--- config.mk ---
export PLATFORM = sky130hd
export DESIGN_NAME = multicycle_ctrl
export DESIGN_NICKNAME = d
export VERILOG_FILES = /design/src/rtl/multicycle_ctrl.sv
export SDC_FILE = /design/constraint.sdc
export NUM_CORES = 1
export LEC_CHECK = 0
export BUFFER_PORTS_ARGS = -buffer_cell sky130_fd_sc_hd__buf_4
export CAP_MARGIN = 20
export CORE_MARGIN = 1.5
export CORE_UTILIZATION = 48
export DETAILED_ROUTE_END_ITERATION = 8
export PLACE_DENSITY = 0.87
export SYNTH_ARGS = -nofsm -noshare
export SYNTH_HDL_FRONTEND = slang
export SYNTH_SLANG_ARGS = --single-unit
--- constraint.sdc ---
create_clock -name clk -period 2.3 [get_ports clk]
set_clock_uncertainty 0.05 [all_clocks]
set_input_delay 0 -clock clk [delete_from_list [all_inputs] [get_ports clk]]
set_output_delay 0 -clock clk [all_outputs]
set_load 0.02 [all_outputs]
--- src/rtl/multicycle_ctrl.sv ---
// Control FSM for a multi-cycle MIPS-subset datapath: sequences IF/ID/EXE/MEM/WB,
// decodes the opcode into datapath controls and counts retired instructions.
module multicycle_ctrl #(
  parameter logic [5:0] OP_RTYPE = 6'b000000,
  parameter logic [5:0] OP_ADDI  = 6'b001000,
  parameter logic [5:0] OP_ORI   = 6'b001101,
  parameter logic [5:0] OP_LW    = 6'b100011,
  parameter logic [5:0] OP_SW    = 6'b101011,
  parameter logic [5:0] OP_BEQ   = 6'b000100,
  parameter logic [5:0] OP_J     = 6'b000010,
  parameter logic [5:0] OP_HALT  = 6'b111111,
  parameter int         CNT_W    = 32
) (
  input  logic             clk,
  input  logic             Reset,
  input  logic [5:0]       opcode,
  input  logic             zero,
  output logic             pc_wre,
  output logic             ir_wre,
  output logic             reg_wre,
  output logic             mem_rd,
  output logic             mem_wr,
  output logic             alu_src_b,
  output logic             ext_sel,
  output logic             reg_dst,
  output logic             wb_sel,
  output logic [1:0]       pc_src,
  output logic [1:0]       alu_op,
  output logic [2:0]       state,
  output logic             halted,
  output logic [CNT_W-1:0] instr_cnt
);

  typedef enum logic [2:0] {
    S_IF   = 3'd0,
    S_ID   = 3'd1,
    S_EXE  = 3'd2,
    S_MEM  = 3'd3,
    S_WB   = 3'd4,
    S_HALT = 3'd5
  } state_t;

  state_t           state_q, state_d;
  logic [CNT_W-1:0] cnt_q, cnt_d;

  logic is_r, is_addi, is_ori, is_lw, is_sw, is_beq, is_j, is_halt, is_unknown;

  always_comb begin
    is_r       = (opcode == OP_RTYPE);
    is_addi    = (opcode == OP_ADDI);
    is_ori     = (opcode == OP_ORI);
    is_lw      = (opcode == OP_LW);
    is_sw      = (opcode == OP_SW);
    is_beq     = (opcode == OP_BEQ);
    is_j       = (opcode == OP_J);
    is_halt    = (opcode == OP_HALT);
    is_unknown = !(is_r || is_addi || is_ori || is_lw || is_sw || is_beq || is_j || is_halt);
  end

  always_comb begin
    state_d = state_q;
    case (state_q)
      S_IF: state_d = S_ID;
      S_ID: begin
        if (is_j || is_unknown) begin
          state_d = S_IF;
        end else if (is_halt) begin
          state_d = S_HALT;
        end else begin
          state_d = S_EXE;
        end
      end
      S_EXE: begin
        if (is_lw || is_sw) begin
          state_d = S_MEM;
        end else if (is_r || is_addi || is_ori) begin
          state_d = S_WB;
        end else begin
          state_d = S_IF;
        end
      end
      S_MEM: begin
        if (is_lw) begin
          state_d = S_WB;
        end else begin
          state_d = S_IF;
        end
      end
      S_WB:   state_d = S_IF;
      S_HALT: state_d = S_HALT;
      default: state_d = S_IF;
    endcase
  end

  // Enables depend on state; the opcode only picks which instruction ends where.
  always_comb begin
    pc_wre  = 1'b0;
    ir_wre  = 1'b0;
    reg_wre = 1'b0;
    mem_rd  = 1'b0;
    mem_wr  = 1'b0;
    case (state_q)
      S_IF:  ir_wre = 1'b1;
      S_ID:  pc_wre = is_j || is_unknown;
      S_EXE: pc_wre = is_beq;
      S_MEM: begin
        mem_rd = is_lw;
        mem_wr = is_sw;
        pc_wre = is_sw;
      end
      S_WB: begin
        reg_wre = 1'b1;
        pc_wre  = is_r || is_addi || is_ori || is_lw;
      end
      default: pc_wre = 1'b0;
    endcase
    if (Reset) begin
      pc_wre  = 1'b0;
      ir_wre  = 1'b0;
      reg_wre = 1'b0;
      mem_rd  = 1'b0;
      mem_wr  = 1'b0;
    end else begin
      pc_wre = pc_wre;
    end
  end

  always_comb begin
    alu_src_b = is_addi || is_ori || is_lw || is_sw;
    ext_sel   = !is_ori;
    reg_dst   = is_r;
    wb_sel    = is_lw;
    if (is_r) begin
      alu_op = 2'b10;
    end else if (is_ori) begin
      alu_op = 2'b11;
    end else if (is_beq) begin
      alu_op = 2'b01;
    end else begin
      alu_op = 2'b00;
    end
    if (is_j) begin
      pc_src = 2'b10;
    end else if (is_beq && zero) begin
      pc_src = 2'b01;
    end else begin
      pc_src = 2'b00;
    end
  end

  always_comb begin
    if (pc_wre) begin
      cnt_d = cnt_q + {{(CNT_W-1){1'b0}}, 1'b1};
    end else begin
      cnt_d = cnt_q;
    end
  end

  always_ff @(posedge clk) begin
    if (Reset) begin
      state_q <= S_IF;
      cnt_q   <= {CNT_W{1'b0}};
    end else begin
      state_q <= state_d;
      cnt_q   <= cnt_d;
    end
  end

  assign state     = state_q;
  assign halted    = (state_q == S_HALT);
  assign instr_cnt = cnt_q;

endmodule
==> metrics.txt <==
post-synth top area share=0.2944; antenna violation net count after detailed routing=0; die height=between 70 and 80 um; Crit Path Max Fanout=8; Routed wire per std cell=between 15 and 20 um; placed cells=405; area added between synthesis and finish=32.54%; Min Hold Slack=0.03991 ns; CTS hold repair buffers=0; Fmax achieved=about 430 MHz; sw power=about 0.33 mW; drt first-iter violations=roughly 120; asr flop ratio synth=0; Layout fillers=roughly 390; fin util=0.6634; initial antenna violation count=0; TritonCTS Sinks=35; DRC=0; Comb pwr share=0.131; H-tree Lvls=2; YS warnings=0; Num CTS Buffers=5; outcome=complete, but fails checks; syn avg cell area=~8.2 um^2; Initial Util=0.5005; Via density=between 5 and 6; Final Hold Fails=0; Worst Max-Slew Pin Slew=between 0.6 and 0.7 ns; Gate Count Post-Synth=291; port bufs=57; Yosys top cell by area=dfxtp_1; Clock Path Buffers=2; most frequent cells after synthesis=36 x nor2_1, 35 x dfxtp_1, 25 x nor2b_1; Leak=1.243 nW; Slew Limit Fails=0; Arr. time, crit path=around 2.5 ns; gr usage total=0.2284; Reg clk slew, reported paths=approximately 0.080 ns; Max Cap Violations=0; Yosys cell types=44; Rel. slew slack=0.5806; Setup Viol. Count Final=13; Final Instance Area=3154 um^2; Setup crit end kind=register; Multi-input gate area=~1700 um^2; Mapped Area=~2400 um^2; most numerous cell in the Yosys netlist=nor2_1; post-DP HPWL=approximately 4100 um; Worst Setup Start Kind=register; EDFF count, synth=0; worst hold path class=primary input to register; Die Area=about 5400 um^2; die width=73.41 um; Main synth FF type=dfxtp_1; Setup CP Type=register to register; Syn Nets=about 300; failing checks=setup timing; Seq pwr share=0.508; Core Area=approximately 4800 um^2; gr ovfl total=0; n_diodes=0; Skew-Pair Late Insertion Delay=about 0.3 ns; internal power=0.8872 mW; share of cells above drive strength 1=0.3610; Final Cycle Share=1.023; fin nets=~360; first-pass GRT wire length=just under 10000 um; power per standard cell area=384.6 nW/um^2; CTS tree=yes; DRT Pass-1 Iters=4; DP Area=2904 um^2; register area=around 710 um^2; fin cells=approximately 420; Routed Wire Length=6664 um; Area contributors post-synth=dfxtp_1 29%, mux2_1 8.0%, nor2b_1 6.6%; #FFs+latches synth=35; Site Rows=25; via total after detailed routing=between 2000 and 2500; RSZ-0062 raised after global routing=true; post-synthesis sequential area ratio=0.2944; CP Data Required Time=about 2.4 ns; largest net degree at the start of global routing=slightly above 60; Root Driver=clkbuf_8; IO Pins=a little under 60; number of global-route vias before repair=approximately 2200; fin worst setup slack=-0.05226 ns; Clk pwr share=0.361; VDD IR max=0.3242 mV; Period minus WS final=roughly 2.4 ns; GPL Wtd Cong=between 0.8 and 0.9; sw frac=0.2687
flip-flops by register name (all words and copies together) (netlist names):
register   cells
state          3
instr_cnt     32
worst paths after layout:
path                                     from       endpoint  slack (ns)  cells past startpoint
worst min-delay path                opcode[4]       state[2]        0.04                      4
worst min register to register  instr_cnt[11]  instr_cnt[11]        0.46                      1
worst max-delay path                 state[2]  instr_cnt[15]       -0.05                      6
worst max register to register       state[2]  instr_cnt[15]       -0.05                      6
critical path: stages, from the launching register on:
cell and delay, ns:
dfxtp_2 0.33, or4b_1 0.51, a41o_1 0.24, a211o_4 0.37
buf_12 0.17, a21oi_1 0.19, mux2_2 0.37
power groups by stage:
| stage | clock, mW | sequential (mW) | combinational, mW |
|---|---|---|---|
| floorplan | 0 | 0.635 | 0.0867 |
| global placement | 0 | 0.630 | 0.131 |
| detailed placement | 0 | 0.630 | 0.135 |
| CTS | 0.437 | 0.616 | 0.135 |
| global route | 0.469 | 0.617 | 0.171 |
| finish | 0.438 | 0.616 | 0.159 |
logic make-up after synthesis:
kind of cell	after synthesis	synth area share
and+or+nand+nor	149	0.3391
AOI/OAI and AO/OA	49	0.1630
DFF	35	0.2944
muxes	31	0.1441
buffers and inverters	26	0.05415
adders and majority gates	1	0.005257
cell usage in the layout (no fill, tap or decap), types with 2 or more instances in the layout:
master,n
buf_4,69
nor2_1,36
dfxtp_1,33
nor2b_1,25
nand3_1,18
a21oi_2,16
nand4_1,14
nand2_1,13
mux2_1,10
mux2_2,9
a21oi_1,8
and3_1,8
nand2b_1,8
nor3_1,7
mux2_4,7
mux2i_1,5
o21ai_0,5
a211oi_2,5
clkbuf_8,5
nor3b_1,3
a211oi_1,3
inv_1,3
nor4_1,3
a211oi_4,3
or3_1,2
nor4bb_1,2
and2_1,2
clkbuf_1,2
clkbuf_16,2
area by class of cell:
| class | instances | share of cell area |
|---|---|---|
| Multi-Input combinational cell | 230 | 0.5303 |
| Sequential cell | 35 | 0.2237 |
| Timing Repair Buffer | 73 | 0.1900 |
| Tap cell | 67 | 0.02658 |
| Clock buffer | 7 | 0.02420 |
| Inverter | 3 | 0.003570 |
| Clock inverter | 1 | 0.001587 |
what timing repair did:
item | CTS | global route
setup endpoints to repair | 8 | 21
pin swaps | 1 | 8
buffers inserted | 0 | 1
cloned | 0 | 2
endpoints found under the hold margin | 0 | 0
gates resized for setup | 0 | 22
stage by stage:
stage / setup WS (ns) / power [mW] / TNS [ns]
after floorplan: -0.05203 / 0.7221 / -0.6821
after global placement: 0.04316 / 0.7607 / 0
after detailed placement: -0.003322 / 0.7646 / -0.003322
after CTS: 0.01278 / 1.188 / 0
after global routing: -0.09740 / 1.256 / -1.326
final: -0.05226 / 1.213 / -0.2316
metal layers:
metal / global-route usage / up-vias / wire [um]
met5: 0 / - / 0
met4: 0.09259 / 0 / 119
met3: 0.03978 / 12 / 439
met2: 0.4141 / 105 / 3405
met1: 0.2641 / 1188 / 2700
li1: - / 1160 / -
(Power assumes the default switching activity.)
